### config.mk
export PLATFORM = sky130hd
export DESIGN_NAME = pci_master_arb_agent_flat
export DESIGN_NICKNAME = d
export VERILOG_FILES = /design/src/rtl/pci_pkg.sv /design/src/rtl/pci_master_arb_agent_if.sv /design/src/rtl/pci_lat_timer.sv /design/src/rtl/pci_master_arb_agent.sv /design/src/flat_wrapper.sv
export SDC_FILE = /design/constraint.sdc
export NUM_CORES = 1
export LEC_CHECK = 0
export CAP_MARGIN = 15
export CORE_UTILIZATION = 51
export DETAILED_ROUTE_END_ITERATION = 7
export PLACE_DENSITY = 0.85
export SLEW_MARGIN = 40
export SYNTH_ARGS = -nofsm -noshare
export SYNTH_HDL_FRONTEND = slang
export SYNTH_HIERARCHICAL = 1
export SYNTH_SLANG_ARGS = --single-unit
### constraint.sdc
create_clock -name clk -period 2.11 [get_ports clk]
set_input_delay 0.633 -clock clk [delete_from_list [all_inputs] [get_ports clk]]
set_output_delay 0.633 -clock clk [all_outputs]
set_load 0.01 [all_outputs]
### src/rtl/pci_pkg.sv
// Shared PCI control-line definitions: initiator FSM states and active-low level names.
package pci_pkg;

  typedef enum logic [2:0] {
    IDLE,
    REQ,
    ADDR,
    DATA,
    LAST,
    TURN
  } pci_state_e;

  localparam logic ASSERTED   = 1'b0;
  localparam logic DEASSERTED = 1'b1;

endpackage

### src/rtl/pci_master_arb_agent_if.sv
// Local request port plus shared PCI control lines seen by one initiator agent.
interface pci_master_arb_agent_if #(
  parameter int unsigned LEN_W = 8
);

  logic             start;
  logic [LEN_W-1:0] len;
  logic             gnt_n;
  logic             frame_in_n;
  logic             irdy_in_n;
  logic             trdy_n;
  logic             req_n;
  logic             frame_n;
  logic             irdy_n;
  logic             ctl_oe;
  logic             addr_phase;
  logic             data_ack;
  logic             busy;
  logic             done;
  logic             preempted;

  modport master (
    input  start, len, gnt_n, frame_in_n, irdy_in_n, trdy_n,
    output req_n, frame_n, irdy_n, ctl_oe, addr_phase, data_ack, busy, done, preempted
  );

  modport slave (
    output start, len, gnt_n, frame_in_n, irdy_in_n, trdy_n,
    input  req_n, frame_n, irdy_n, ctl_oe, addr_phase, data_ack, busy, done, preempted
  );

endinterface

### src/rtl/pci_lat_timer.sv
// Master latency timer: reload on address phase, count down while bursting, saturate at zero.
module pci_lat_timer #(
  parameter int unsigned LAT_TIMER = 16
) (
  input  logic clk,
  input  logic rst,
  input  logic i_load,
  input  logic i_dec,
  output logic o_expired
);

  localparam int unsigned CNT_W = (LAT_TIMER < 2) ? 1 : $clog2(LAT_TIMER + 1);

  logic [CNT_W-1:0] r_cnt;

  always_ff @(posedge clk) begin
    if (rst) begin
      r_cnt <= '0;
    end else if (i_load) begin
      r_cnt <= CNT_W'(LAT_TIMER);
    end else if (i_dec && (r_cnt != '0)) begin
      r_cnt <= r_cnt - CNT_W'(1);
    end
  end

  assign o_expired = (r_cnt == '0);

endmodule

### src/rtl/pci_master_arb_agent.sv
// PCI initiator agent: requests the bus, runs FRAME#/IRDY# for an N-phase burst,
// and splits/resumes the burst when the latency timer expires without grant.
module pci_master_arb_agent
  import pci_pkg::*;
#(
  parameter int unsigned LEN_W     = 8,
  parameter int unsigned LAT_TIMER = 16
) (
  input  logic                  clk,
  input  logic                  rst,
  pci_master_arb_agent_if.master bus
);

  localparam bit LAT_EN = (LAT_TIMER != 0);

  pci_state_e       r_state;
  pci_state_e       w_next;
  logic [LEN_W-1:0] r_rem;
  logic             r_busy;
  logic             r_done;
  logic             r_req_n;
  logic             r_preempted;

  logic w_accept;
  logic w_frame_n;
  logic w_irdy_n;
  logic w_oe;
  logic w_addr;
  logic w_ack;
  logic w_lat_load;
  logic w_lat_dec;
  logic w_lat_expired;
  logic w_natural;
  logic w_lat_hit;
  logic w_preempt;
  logic w_finish;
  logic w_resume;
  logic w_bus_won;

  pci_lat_timer #(
    .LAT_TIMER(LAT_TIMER)
  ) u_lat_timer (
    .clk      (clk),
    .rst      (rst),
    .i_load   (w_lat_load),
    .i_dec    (w_lat_dec),
    .o_expired(w_lat_expired)
  );

  always_ff @(posedge clk) begin
    if (rst) begin
      r_state <= IDLE;
    end else begin
      r_state <= w_next;
    end
  end

  always_comb begin
    w_next     = r_state;
    w_accept   = 1'b0;
    w_frame_n  = DEASSERTED;
    w_irdy_n   = DEASSERTED;
    w_oe       = 1'b0;
    w_addr     = 1'b0;
    w_lat_load = 1'b0;
    w_lat_dec  = 1'b0;
    w_natural  = 1'b0;
    w_lat_hit  = 1'b0;
    w_preempt  = 1'b0;
    w_finish   = 1'b0;
    w_resume   = 1'b0;
    w_bus_won  = 1'b0;
    case (r_state)
      IDLE: begin
        if (bus.start && (bus.len != '0)) begin
          w_accept = 1'b1;
          w_next   = REQ;
        end
      end
      REQ: begin
        if ((bus.gnt_n == ASSERTED) && (bus.frame_in_n == DEASSERTED) &&
            (bus.irdy_in_n == DEASSERTED)) begin
          w_bus_won = 1'b1;
          w_next    = ADDR;
        end
      end
      ADDR: begin
        w_frame_n  = ASSERTED;
        w_oe       = 1'b1;
        w_addr     = 1'b1;
        w_lat_load = 1'b1;
        w_next     = (r_rem == LEN_W'(1)) ? LAST : DATA;
      end
      DATA: begin
        w_frame_n = ASSERTED;
        w_irdy_n  = ASSERTED;
        w_oe      = 1'b1;
        w_lat_dec = 1'b1;
        w_natural = (r_rem == LEN_W'(2)) && (bus.trdy_n == ASSERTED);
        // Grant loss alone never ends the burst; only an expired timer without grant does.
        w_lat_hit = LAT_EN && w_lat_expired && (bus.gnt_n == DEASSERTED);
        w_preempt = w_lat_hit && !w_natural;
        if (w_natural || w_lat_hit) begin
          w_next = LAST;
        end
      end
      LAST: begin
        w_irdy_n = ASSERTED;
        w_oe     = 1'b1;
        if (bus.trdy_n == ASSERTED) begin
          w_next = TURN;
        end
      end
      TURN: begin
        w_oe = 1'b1;
        if (r_rem == '0) begin
          w_finish = 1'b1;
          w_next   = IDLE;
        end else begin
          w_resume = 1'b1;
          w_next   = REQ;
        end
      end
      default: begin
        w_next = IDLE;
      end
    endcase
  end

  assign w_ack = (w_irdy_n == ASSERTED) && (bus.trdy_n == ASSERTED);

  always_ff @(posedge clk) begin
    if (rst) begin
      r_rem       <= '0;
      r_busy      <= 1'b0;
      r_done      <= 1'b0;
      r_req_n     <= DEASSERTED;
      r_preempted <= 1'b0;
    end else begin
      r_done <= w_finish;
      if (w_accept) begin
        r_rem       <= bus.len;
        r_busy      <= 1'b1;
        r_req_n     <= ASSERTED;
        r_preempted <= 1'b0;
      end else if (w_ack && (r_rem != '0)) begin
        r_rem <= r_rem - LEN_W'(1);
      end
      // Keep REQ# low through the address phase only if more than one phase remains.
      if (w_bus_won) begin
        r_req_n <= (r_rem > LEN_W'(1)) ? ASSERTED : DEASSERTED;
      end
      if ((r_state == DATA) && (w_next == LAST)) begin
        r_req_n <= DEASSERTED;
      end
      if (w_resume) begin
        r_req_n <= ASSERTED;
      end
      if (w_preempt) begin
        r_preempted <= 1'b1;
      end
      if (w_finish) begin
        r_busy <= 1'b0;
      end
    end
  end

  assign bus.req_n      = r_req_n;
  assign bus.frame_n    = w_frame_n;
  assign bus.irdy_n     = w_irdy_n;
  assign bus.ctl_oe     = w_oe;
  assign bus.addr_phase = w_addr;
  assign bus.data_ack   = w_ack;
  assign bus.busy       = r_busy;
  assign bus.done       = r_done;
  assign bus.preempted  = r_preempted;

endmodule

### src/flat_wrapper.sv
// flat-port wrapper written by rule: the top's interface ports become plain ports
module pci_master_arb_agent_flat import pci_pkg::*;
#(
  parameter int unsigned LEN_W     = 8,
  parameter int unsigned LAT_TIMER = 16
)
  (clk, rst, bus_start, bus_len, bus_gnt_n, bus_frame_in_n, bus_irdy_in_n, bus_trdy_n, bus_req_n, bus_frame_n, bus_irdy_n, bus_ctl_oe, bus_addr_phase, bus_data_ack, bus_busy, bus_done, bus_preempted);
  pci_master_arb_agent_if #(.LEN_W(LEN_W)) bus_i ();
  input  logic clk;
  input  logic rst;
  input wire logic [$bits(bus_i.start)-1:0] bus_start;
  input wire logic [$bits(bus_i.len)-1:0] bus_len;
  input wire logic [$bits(bus_i.gnt_n)-1:0] bus_gnt_n;
  input wire logic [$bits(bus_i.frame_in_n)-1:0] bus_frame_in_n;
  input wire logic [$bits(bus_i.irdy_in_n)-1:0] bus_irdy_in_n;
  input wire logic [$bits(bus_i.trdy_n)-1:0] bus_trdy_n;
  output wire logic [$bits(bus_i.req_n)-1:0] bus_req_n;
  output wire logic [$bits(bus_i.frame_n)-1:0] bus_frame_n;
  output wire logic [$bits(bus_i.irdy_n)-1:0] bus_irdy_n;
  output wire logic [$bits(bus_i.ctl_oe)-1:0] bus_ctl_oe;
  output wire logic [$bits(bus_i.addr_phase)-1:0] bus_addr_phase;
  output wire logic [$bits(bus_i.data_ack)-1:0] bus_data_ack;
  output wire logic [$bits(bus_i.busy)-1:0] bus_busy;
  output wire logic [$bits(bus_i.done)-1:0] bus_done;
  output wire logic [$bits(bus_i.preempted)-1:0] bus_preempted;
  assign bus_i.start = bus_start;
  assign bus_i.len = bus_len;
  assign bus_i.gnt_n = bus_gnt_n;
  assign bus_i.frame_in_n = bus_frame_in_n;
  assign bus_i.irdy_in_n = bus_irdy_in_n;
  assign bus_i.trdy_n = bus_trdy_n;
  assign bus_req_n = bus_i.req_n;
  assign bus_frame_n = bus_i.frame_n;
  assign bus_irdy_n = bus_i.irdy_n;
  assign bus_ctl_oe = bus_i.ctl_oe;
  assign bus_addr_phase = bus_i.addr_phase;
  assign bus_data_ack = bus_i.data_ack;
  assign bus_busy = bus_i.busy;
  assign bus_done = bus_i.done;
  assign bus_preempted = bus_i.preempted;
  pci_master_arb_agent #(.LEN_W(LEN_W), .LAT_TIMER(LAT_TIMER)) u_core (.clk(clk), .rst(rst), .bus(bus_i));
endmodule
==> impl_metrics.py <==
metrics = {
    "outcome": {
        "outcome": "finished clean",
    },
    "yosys": {
        "synth_compound_area_share_pct": 24.9,
        "synth_top_family_by_area": "simple AND/OR/NAND/NOR gates",
        "synth_seq_area_share_pct": 32.8,
        "yosys.area_share.adder_pct": 5.12,
        "yosys-mux-area-fraction_pct": 0,
        "synthCells": 147,
        "synthFlopType": "dfxtp_1",
        "synthSimpleGateAreaFrac_pct": 31.0,
        "synth_xor_xnor_area_share_pct": 0.717,
        "syn_avg_cell_area_um2": 8.31,
        "synth_nets": 167,
        "yosysUniqueCellTypes": 51,
        "synth_edf_count": 0,
        "synthArstFlopShare_pct": 0,
        "ys_ff_latch": 20,
        "synth_warnings": 6,
        "synth.cell_area_um2": 1220,
    },
    "setup_path": {
        "path_cells": "clkdlybuf4s50_1 > nand3b_1 > or4b_2 > a31oi_1 > a31oi_1",
        "critPathMostFrequentCell": "a31oi_1",
        "path_buf_inv": 1,
        "worstPathMaxFanout": 3,
        "endpoint_kind": "flip-flop",
        "worstPathArrival_ns": 2.24,
        "critPathKind": "primary input to flip-flop",
        "crit_family": "simple AND/OR/NAND/NOR gates",
        "cp-start-kind": "primary input",
        "cp.required_ns": 2.30,
        "slowest_delay_ns": 0.67,
        "crit_slowest_cell": "or4b_2",
    },
    "layout": {
        "area.growth.synth_to_final_pct": 36.7,
        "final_common_cell": "buf_4",
        "seq_area_um2": 402,
        "mostFrequentLayoutCells": "buf_4 (23), dfxtp_1 (19), clkdlybuf4s50_1 (17)",
        "finalNetCount": 212,
        "antenna_cells": 0,
        "final_cell_area_um2": 1670,
        "nFillCells": 183,
        "utilization_pct": 74.7,
        "multi_input_area_um2": 773,
        "layout-drive-gt1-share_pct": 23.0,
    },
    "clock_tree": {
        "htreeDepth": 1,
        "holdBufCountCts": 0,
        "cts_root_buffer": "clkbuf_4",
        "path_clk_slew_ns": 0.11,
        "clk_latency_ns": 0.30,
        "clk_path_buf_depth": 2,
        "post_cts_buffers": 0,
        "cts.sinks": 20,
        "cts_tree": "built",
        "cts_buffers": 3,
    },
    "global_route": {
        "grt_usage_pct": 25.7,
        "grt_pass1_wl_um": 5080,
        "met3_usage_pct": 3.57,
        "grt_util_met1_pct": 28.4,
        "grt.busiest_layer": "met2",
        "grt.overflow.total": 0,
        "met2_usage_pct": 48.2,
        "antenna_found_initial": 0,
        "grt_max_degree": 13,
        "grt_pass1_vias": 1247,
    },
    "sta": {
        "relSlewSlack_pct": 72.9,
        "finalHoldViolations": 0,
        "fin_skew_ns": 0.00354,
        "period_needed_ns": 2.05,
        "fmax_mhz": 487,
        "worst_slew_pin_slew_ns": 0.405,
        "setup_viol": 0,
        "tns_ns": 0,
        "slew_violations": 0,
        "fin_crit_sh_pct": 97.3,
    },
    "floorplanning": {
        "rows": 17,
        "dieArea_um2": 2590,
        "start_util_pct": 54.7,
        "die_y_um": 50.9,
        "io_pins": 24,
        "core_area_um2": 2230,
        "die_x_um": 50.9,
    },
    "placed_design": {
        "placed_area_um2": 1630,
        "gp_congestion": 0.937,
        "io_buffers": 23,
        "dp_hpwl_um": 2460,
    },
    "power": {
        "vdd_ir_drop_max_v": 0.000347,
        "p_sw_share_pct": 30.3,
        "internal-power_uw": 636,
        "clock_power_share_pct": 24.1,
        "p_comb_share_pct": 29.5,
        "leakagePower_nw": 0.654,
        "power_uw": 912,
        "seqPwrFrac_pct": 46.4,
        "powerDensity_nw_per_um2": 547,
        "p_sw_uw": 277,
    },
    "detailed_routing": {
        "drt_wl_total_um": 3090,
        "wire_per_inst_um": 14.1,
        "viasPerCell": 6.05,
        "dr.pass1.iters": 4,
        "vias": 1324,
        "dr.first_iter.drc_count": 44,
        "ant_nets": 0,
        "drcViolationCount": 0,
    },
    "run": {
        "cap_violations": 0,
    },
    "hold_path": {
        "hold_class": "flip-flop to flip-flop",
    },
}
flip-flops by register name (all words and copies together), names as in the netlist:
| register | cells |
|---|---|
| u_core/r_state | 3 |
| u_core/u_lat_timer/r_cnt | 5 |
| u_core/bus.busy | 1 |
| u_core/bus.req_n | 1 |
| u_core/bus.done | 1 |
| u_core/bus.preempted | 1 |
| u_core/r_rem | 8 |
worst min-delay path: stages, from the launching register on:
cell,delay (ns)
dfxtp_1,0.33
nand2_1,0.05
a21oi_1,0.05
synth_stat cells, drive strengths merged (2+ instances only):
cell type,n,area (um^2)
dfxtp,20,400
buf,5,27.5
a311oi,3,32.5
nand2,12,45.0
nand3b,2,15.0
a21boi,2,18.8
or3,6,37.5
nand2b,2,12.5
or4,5,37.5
o311ai,2,17.5
nor3,4,20.0
o21ai,3,15.0
ha,5,62.6
a31oi,8,50.1
nor4,2,18.8
nor2,11,41.3
o31ai,2,15.0
or4b,3,33.8
nand3,9,45.0
a32oi,2,17.5
nor2b,2,12.5
inv,8,30.0
o211ai,4,30.0
a21o,3,22.5
a21oi,5,25.0
timing repair:
| action | CTS | global route |
|---|---|---|
| endpoints found under the hold margin | 0 | 0 |
| gates resized for setup | 12 | 7 |
| cloned | 0 | 0 |
| endpoints found under the setup margin | 5 | 3 |
metal layers:
| metal | vias to the layer above | share of wire (%) |
|---|---|---|
| met5 | - | 0 |
| met4 | 0 | 0.87 |
| met3 | 4 | 6.4 |
| met2 | 43 | 51 |
| met1 | 626 | 41 |
| li1 | 651 | - |
logic make-up (layout without fill, tap and decap cells):
kind of cell,count (synthesis),count (layout)
AND/OR/NAND/NOR,65,65
AO/OA/AOI/OAI,41,41
flip-flops,20,20
buffers and inverters,15,59
adder cells (fa/ha/maj),5,5
XOR/XNOR,1,1
path summary, 6_finish.rpt:
path / slack [ns] / start / to / cells after the start
max: 0.06 / bus_gnt_n / u_core/bus.req_n / 5
max reg2reg: 0.23 / u_core/r_rem[0] / u_core/r_rem[4] / 5
min: 0.46 / u_core/bus.preempted / u_core/bus.preempted / 2
min reg2reg: 0.46 / u_core/bus.preempted / u_core/bus.preempted / 2
power by group through the flow:
| stage | Sequential, mW | Combinational, mW | Clock [mW] |
|---|---|---|---|
| final | 0.423 | 0.269 | 0.220 |
| after CTS | 0.422 | 0.267 | 0.228 |
| after floorplan | 0.430 | 0.148 | 0 |
| after detailed placement | 0.431 | 0.267 | 0 |
| after global placement | 0.429 | 0.255 | 0 |
| after global routing | 0.427 | 0.294 | 0.240 |
stage by stage:
| stage | worst slack, ns | hold WS (ns) | cells |
|---|---|---|---|
| after floorplan | 0.132 | 0.442 | 147 |
| after global placement | -0.415 | 0.444 | 215 |
| after detailed placement | -0.429 | 0.453 | 215 |
| after CTS | -0.130 | 0.469 | 219 |
| after global routing | -0.0177 | 0.495 | 219 |
| final | 0.0566 | 0.461 | 219 |
final cells by class:
| cell class | instances | area share (%) |
|---|---|---|
| well taps | 28 | 2.10 |
| inverters | 9 | 2.10 |
| flip-flops and latches | 20 | 24.1 |
| clock buffers | 4 | 2.17 |
| repair buffers | 46 | 23.2 |
| multi-input cells | 112 | 46.3 |
(Power assumes the default switching activity.)
